`src/rtl/set_assoc_cache.sv`:
```
// 2-way set-associative, single-word-line cache with per-set LRU, selectable
// write-back or write-through policy and a ready-handshaked memory port.
module set_assoc_cache #(
  parameter int ADDR_SIZE  = 8,
  parameter int DATA_SIZE  = 8,
  parameter int INDEX_SIZE = 2,
  parameter int WRITE_BACK = 1
) (
  input  logic                 clk,
  input  logic                 reset,
  input  logic                 procRead,
  input  logic                 procWrite,
  input  logic [ADDR_SIZE-1:0] procAddress,
  input  logic [DATA_SIZE-1:0] procWData,
  output logic [DATA_SIZE-1:0] procRData,
  output logic                 procReady,
  output logic                 memRead,
  output logic                 memWrite,
  output logic [ADDR_SIZE-1:0] memAddress,
  output logic [DATA_SIZE-1:0] memWData,
  input  logic [DATA_SIZE-1:0] memRData,
  input  logic                 memReady,
  output logic [15:0]          hitCount,
  output logic [15:0]          missCount
);

  localparam int SETS     = 1 << INDEX_SIZE;
  localparam int TAG_SIZE = ADDR_SIZE - INDEX_SIZE;

  typedef enum logic [2:0] {IDLE, COMPARE, WRITEBACK, FILL, MEMWRITE, RESPOND} state_t;

  state_t                   state_q, state_d;
  logic [ADDR_SIZE-1:0]     addr_q, addr_d;
  logic [DATA_SIZE-1:0]     wdata_q, wdata_d;
  logic [DATA_SIZE-1:0]     rdata_q, rdata_d;
  logic                     is_write_q, is_write_d;
  logic                     victim_q, victim_d;
  logic [15:0]              hit_cnt_q, hit_cnt_d;
  logic [15:0]              miss_cnt_q, miss_cnt_d;
  logic [1:0][SETS-1:0]     valid_q, valid_d;
  logic [1:0][SETS-1:0]     dirty_q, dirty_d;
  logic [SETS-1:0]          lru_q, lru_d;
  logic [TAG_SIZE-1:0]      tag_q  [2][SETS];
  logic [TAG_SIZE-1:0]      tag_d  [2][SETS];
  logic [DATA_SIZE-1:0]     data_q [2][SETS];
  logic [DATA_SIZE-1:0]     data_d [2][SETS];

  logic [INDEX_SIZE-1:0]    idx;
  logic [TAG_SIZE-1:0]      req_tag;
  logic                     hit0, hit1, hit_way, pick_way;
  logic                     do_install, inst_way, inst_dirty;
  logic [DATA_SIZE-1:0]     inst_data;

  assign idx      = addr_q[INDEX_SIZE-1:0];
  assign req_tag  = addr_q[ADDR_SIZE-1:INDEX_SIZE];
  assign hit0     = valid_q[0][idx] && (tag_q[0][idx] == req_tag);
  assign hit1     = valid_q[1][idx] && (tag_q[1][idx] == req_tag);
  assign hit_way  = !hit0;
  assign pick_way = !valid_q[0][idx] ? 1'b0 : (!valid_q[1][idx] ? 1'b1 : lru_q[idx]);

  always_comb begin
    state_d    = state_q;
    addr_d     = addr_q;
    wdata_d    = wdata_q;
    rdata_d    = rdata_q;
    is_write_d = is_write_q;
    victim_d   = victim_q;
    hit_cnt_d  = hit_cnt_q;
    miss_cnt_d = miss_cnt_q;
    valid_d    = valid_q;
    dirty_d    = dirty_q;
    lru_d      = lru_q;
    tag_d      = tag_q;
    data_d     = data_q;
    do_install = 1'b0;
    inst_way   = victim_q;
    inst_dirty = 1'b0;
    inst_data  = wdata_q;

    case (state_q)
      IDLE: begin
        if (procWrite || procRead) begin
          addr_d     = procAddress;
          wdata_d    = procWData;
          is_write_d = procWrite;
          state_d    = COMPARE;
        end
      end
      COMPARE: begin
        if (hit0 || hit1) begin
          if (hit_cnt_q != '1) hit_cnt_d = hit_cnt_q + 16'd1;
          lru_d[idx] = !hit_way;
          if (!is_write_q) begin
            rdata_d = data_q[hit_way][idx];
            state_d = RESPOND;
          end else begin
            data_d[hit_way][idx] = wdata_q;
            if (WRITE_BACK != 0) begin
              dirty_d[hit_way][idx] = 1'b1;
              state_d = RESPOND;
            end else begin
              state_d = MEMWRITE;
            end
          end
        end else begin
          if (miss_cnt_q != '1) miss_cnt_d = miss_cnt_q + 16'd1;
          victim_d = pick_way;
          if (is_write_q && (WRITE_BACK == 0)) begin
            state_d = MEMWRITE;
          end else if (dirty_q[pick_way][idx]) begin
            state_d = WRITEBACK;
          end else if (is_write_q) begin
            do_install = 1'b1;
            inst_way   = pick_way;
            inst_dirty = 1'b1;
            state_d    = RESPOND;
          end else begin
            state_d = FILL;
          end
        end
      end
      WRITEBACK: begin
        if (memReady) begin
          dirty_d[victim_q][idx] = 1'b0;
          if (is_write_q) begin
            do_install = 1'b1;
            inst_dirty = 1'b1;
            state_d    = RESPOND;
          end else begin
            state_d = FILL;
          end
        end
      end
      FILL: begin
        if (memReady) begin
          do_install = 1'b1;
          inst_data  = memRData;
          rdata_d    = memRData;
          state_d    = RESPOND;
        end
      end
      MEMWRITE: begin
        if (memReady) state_d = RESPOND;
      end
      RESPOND: state_d = IDLE;
      default: state_d = IDLE;
    endcase

    // Write-miss allocation and fills share one install path; the way comes
    // from pick_way in COMPARE and from the registered victim afterwards.
    if (do_install) begin
      valid_d[inst_way][idx] = 1'b1;
      dirty_d[inst_way][idx] = inst_dirty;
      tag_d[inst_way][idx]   = req_tag;
      data_d[inst_way][idx]  = inst_data;
      lru_d[idx]             = !inst_way;
    end
  end

  always_ff @(posedge clk) begin
    if (!reset) begin
      state_q    <= IDLE;
      addr_q     <= '0;
      wdata_q    <= '0;
      rdata_q    <= '0;
      is_write_q <= 1'b0;
      victim_q   <= 1'b0;
      hit_cnt_q  <= '0;
      miss_cnt_q <= '0;
      valid_q    <= '0;
      dirty_q    <= '0;
      lru_q      <= '0;
    end else begin
      state_q    <= state_d;
      addr_q     <= addr_d;
      wdata_q    <= wdata_d;
      rdata_q    <= rdata_d;
      is_write_q <= is_write_d;
      victim_q   <= victim_d;
      hit_cnt_q  <= hit_cnt_d;
      miss_cnt_q <= miss_cnt_d;
      valid_q    <= valid_d;
      dirty_q    <= dirty_d;
      lru_q      <= lru_d;
    end
  end

  // Tag and data arrays need no reset: valid bits gate every use.
  always_ff @(posedge clk) begin
    tag_q  <= tag_d;
    data_q <= data_d;
  end

  always_comb begin
    memRead    = 1'b0;
    memWrite   = 1'b0;
    memAddress = '0;
    memWData   = '0;
    case (state_q)
      WRITEBACK: begin
        memWrite   = 1'b1;
        memAddress = {tag_q[victim_q][idx], idx};
        memWData   = data_q[victim_q][idx];
      end
      FILL: begin
        memRead    = 1'b1;
        memAddress = addr_q;
      end
      MEMWRITE: begin
        memWrite   = 1'b1;
        memAddress = addr_q;
        memWData   = wdata_q;
      end
      default: ;
    endcase
  end

  assign procReady = (state_q == RESPOND);
  assign procRData = rdata_q;
  assign hitCount  = hit_cnt_q;
  assign missCount = miss_cnt_q;

endmodule
```
`config.mk`:
```
export PLATFORM = sky130hd
export DESIGN_NAME = set_assoc_cache
export DESIGN_NICKNAME = d
export VERILOG_FILES = /design/src/rtl/set_assoc_cache.sv
export SDC_FILE = /design/constraint.sdc
export NUM_CORES = 1
export LEC_CHECK = 0
export CAP_MARGIN = 20
export CORE_MARGIN = 4
export CORE_UTILIZATION = 30
export CTS_BUF_LIST = sky130_fd_sc_hd__clkbuf_4 sky130_fd_sc_hd__clkbuf_8
export DETAILED_ROUTE_END_ITERATION = 6
export HOLD_SLACK_MARGIN = 0.02
export SLEW_MARGIN = 30
export SYNTH_ARGS = -nofsm -noshare
export SYNTH_HDL_FRONTEND = slang
export SYNTH_SLANG_ARGS = --single-unit
```
`constraint.sdc`:
```
create_clock -name clk -period 3.8 [get_ports clk]
set_input_delay 0.76 -clock clk [delete_from_list [all_inputs] [get_ports clk]]
set_output_delay 0.76 -clock clk [all_outputs]
set_load 0.005 [all_outputs]
```
==> results of run 1 <==
[cell usage after synthesis, drive strengths merged (2+ instances only)]
| cell type | n | area [sq um] |
|---|---|---|
| o21a | 10 | 75.07 |
| nand4 | 4 | 25.02 |
| o22ai | 2 | 12.51 |
| o21ai | 38 | 190.2 |
| and2 | 4 | 25.02 |
| a21oi | 41 | 205.2 |
| dfxtp | 145 | 2903 |
| a211o | 2 | 17.52 |
| edfxtp | 48 | 1441 |
| nor4 | 4 | 40.04 |
| nand2 | 122 | 462.9 |
| buf | 24 | 162.6 |
| nand2b | 4 | 25.02 |
| and3 | 6 | 37.54 |
| o211ai | 2 | 15.01 |
| or2 | 5 | 31.28 |
| clkbuf | 36 | 135.1 |
| a31oi | 3 | 18.77 |
| a21boi | 3 | 22.52 |
| xor2 | 5 | 43.79 |
| nor2b | 5 | 31.28 |
| xnor2 | 27 | 236.5 |
| nor3 | 16 | 85.08 |
| mux2i | 189 | 1892 |
| inv | 9 | 33.78 |
| or3 | 15 | 93.84 |
| and4 | 2 | 17.52 |
| nand3b | 2 | 15.01 |
| nand3 | 16 | 80.08 |
| a21o | 4 | 30.03 |
| ha | 2 | 25.02 |
| o31a | 2 | 17.52 |
| mux4 | 27 | 608.1 |
| nor2 | 87 | 359.1 |
[worst min-delay path: stages, from the launching register on]
cell and delay (ps):
dfxtp_1 320, nand2_1 50, a21oi_1 50
[report_power, final]
group / switching [W] / total [W] / internal, W / leakage, nW
registers: 0.000378 / 0.00283 / 0.00245 / 1.63
clock network: 0.000764 / 0.00132 / 0.000554 / 0.198
logic: 0.00111 / 0.00202 / 0.000916 / 2.16
[flip-flops by register name (all words and copies together) (netlist names), 3 cells and up]
name / flops
tag_q: 48
hitCount: 16
data_q: 64
procRData: 8
addr_q: 8
lru_q: 4
state_q: 3
wdata_q: 8
valid_q: 8
missCount: 16
dirty_q: 8
[worst paths after layout]
check          startpoint      endpoint  slack, ps  depth (start not counted)
max             addr_q[1]   memWData[7]        230                          5
min          procRData[0]  procRData[0]        460                          2
max reg2reg     addr_q[0]    data_q[19]        610                          9
min reg2reg  procRData[0]  procRData[0]        460                          2
[metrics by stage]
| stage | hold slack [ps] | power [W] | worst slack (ps) | cell area, sq um |
|---|---|---|---|---|
| floorplan | 425.7 | 0.004152 | 822.5 | 9515 |
| global route | 483.5 | 0.006554 | 83.42 | 11280 |
| global placement | 441.8 | 0.004867 | 407.6 | 10910 |
| CTS | 461.9 | 0.006226 | 22.79 | 11280 |
| detailed placement | 447.3 | 0.004904 | 402.8 | 10910 |
| finish | 458.0 | 0.006175 | 233.1 | 11280 |
[routing by layer]
| metal | global-route usage, % | up-vias | routed length, um |
|---|---|---|---|
| met5 | 0 | - | 0 |
| met1 | 20.64 | 3465 | 12260 |
| met3 | 2.677 | 37 | 891 |
| met2 | 26.35 | 149 | 13170 |
| li1 | - | 3452 | - |
| met4 | 5.654 | 0 | 726 |
[final cells by class]
cell class,count,area (sq um)
clock inverters,12,107.6
fillers,3117,19630
inverters,10,37.54
well taps,396,495.5
multi-input cells,660,4838
flip-flops and latches,193,4352
clock buffers,19,261.5
repair buffers,126,1192
[what timing repair did]
item | CTS | global route
endpoints found under the setup margin | 7 | 4
gates resized for setup | 1 | 2
pin swaps | 0 | 0
buffers inserted | 0 | 0
cloned | 0 | 0
[kinds of logic (layout without fill, tap and decap cells)]
family	count (synthesis)	in the layout
mux	217	217
fa+ha+maj	2	2
simple gates	293	293
compound gates	116	116
xor+xnor	32	32
buf+inv	70	167
flops	193	193
==> impl_metrics.py, run 1 <==
metrics = {
    "grt": {
        "grt_max_degree": 43,
        "grt_overflow": 0,
        "grt_pass1_vias": 7213,
        "grt_pass1_wl_mm": 42.10,
        "antenna_found_initial": 0,
        "grtUsageTotal_pct": 15.77,
    },
    "route": {
        "drtPass1Iterations": 5,
        "detail_route.vias_per_cell": 5.016,
        "first_iter_violations": 485,
        "ant_nets": 0,
        "routed_wl_mm": 27.05,
        "drc": 0,
        "vias": 7103,
        "wire_per_inst_um": 19.11,
    },
    "setup_path": {
        "cp_top_family": "buffers and inverters",
        "critPathKind": "register to primary output",
        "crit_buf_inv": 2,
        "critPathMaxFanout": 41,
        "cpPeakStageDelay_ps": 580,
        "crit_chain": "buf_12 > mux2i_1 > mux4_2 > o21ai_0 > clkdlybuf4s50_1",
        "setup.worst_path.end_class": "primary output",
        "cp_data_required_time_ps": 3040,
        "worst_path_max_delay_cell": "clkdlybuf4s50_1",
        "start_kind": "register",
        "arrival_ps": 2810,
    },
    "timing": {
        "rsz0062_at_grt": "false",
        "max_slew.worst_pin.slew_ps": 926.9,
        "skew_ps": 26.26,
        "tns_ps": 0,
        "slew_headroom_pct": 38.20,
        "fin_crit_sh_pct": 93.86,
        "min_period_ps": 3567,
        "finalHoldViolations": 0,
        "maxSlewViolCount": 0,
        "max_freq_ghz": 0.2804,
        "setup_violations": 0,
    },
    "layout": {
        "nets": 1039,
        "syn2layout_area_growth_pct": 18.59,
        "utilization_pct": 36.51,
        "instances_no_fill": 1416,
        "final_cell_mix": "mux2i_1 (189), dfxtp_1 (143), nand2_1 (120)",
        "drive_above_1_share_pct": 11.27,
        "diodes": 0,
        "layout.cells.most_common": "mux2i_1",
    },
    "clock_network": {
        "postCtsHoldBufs": 0,
        "cts_max_level": 4,
        "cts-buffers-inserted": 17,
        "cts_tree": "done",
        "clockRootBuffer": "clkbuf_8",
        "clk_path_buf_depth": 2,
        "clock-sinks": 193,
        "clkTransAtPathRegs_ps": 100,
        "clk_latency_ps": 480,
    },
    "synthesis": {
        "synth_top_family_by_area": "multiplexers",
        "synthMuxAreaShare_pct": 26.39,
        "synth_xor_area_share_pct": 2.945,
        "ys.flop_type": "dfxtp_1",
        "ys_seq_area_share_pct": 45.65,
        "synthAdderAreaFrac_pct": 0.2630,
        "synthDistinctLibCells": 57,
        "yosys_register_bits": 193,
        "syn_area_sq_mm": 0.009515,
        "async_flop_share_pct": 0,
        "synth_edf_count": 48,
        "yosys_warnings": 0,
        "synth_area_per_cell_sq_um": 10.31,
        "syn_nets": 954,
        "synth_compound_area_share_pct": 7.179,
        "yosys.area_share.simple_pct": 14.04,
        "synthCells": 923,
    },
    "floorplanning": {
        "core_sq_mm": 0.03091,
        "ios": 88,
        "start_util_pct": 30.78,
        "die_w_um": 186.1,
        "chipHeight_um": 186.1,
        "fp-row-count": 64,
        "die_area_sq_mm": 0.03463,
    },
    "job": {
        "cap_violations": 0,
    },
    "pwr": {
        "p_per_area_mw_per_mm2": 547.2,
        "p_leak_nw": 3.983,
        "vdd_drop_max_mv": 0.2388,
    },
    "placement": {
        "dp_hpwl_mm": 18.70,
        "place_congestion": 0.8368,
        "port_buffers": 87,
        "dp.cells": 1385,
    },
    "status": {
        "status": "completed",
    },
    "hold_path": {
        "hp-class": "register to register",
    },
}
(Power assumes the default switching activity.)
==> run 2: changes to the inputs <==
--- a/config.mk
+++ b/config.mk
@@ -9,6 +9,7 @@
 export CORE_MARGIN = 4
 export CORE_UTILIZATION = 30
 export CTS_BUF_LIST = sky130_fd_sc_hd__clkbuf_4 sky130_fd_sc_hd__clkbuf_8
+export CTS_CLUSTER_SIZE = 40
 export DETAILED_ROUTE_END_ITERATION = 6
 export HOLD_SLACK_MARGIN = 0.02
 export SLEW_MARGIN = 30
==> results of run 2 <==
Final layout, timing and power as in run 1 (identical DEF).
==> run 3: changes to the inputs <==
--- a/config.mk
+++ b/config.mk
@@ -12,7 +12,7 @@
 export CTS_CLUSTER_SIZE = 40
 export DETAILED_ROUTE_END_ITERATION = 6
 export HOLD_SLACK_MARGIN = 0.02
-export SLEW_MARGIN = 30
+export SLEW_MARGIN = 25
 export SYNTH_ARGS = -nofsm -noshare
 export SYNTH_HDL_FRONTEND = slang
 export SYNTH_SLANG_ARGS = --single-unit
==> results of run 3 <==
Final layout, timing and power as in run 1 (identical DEF).
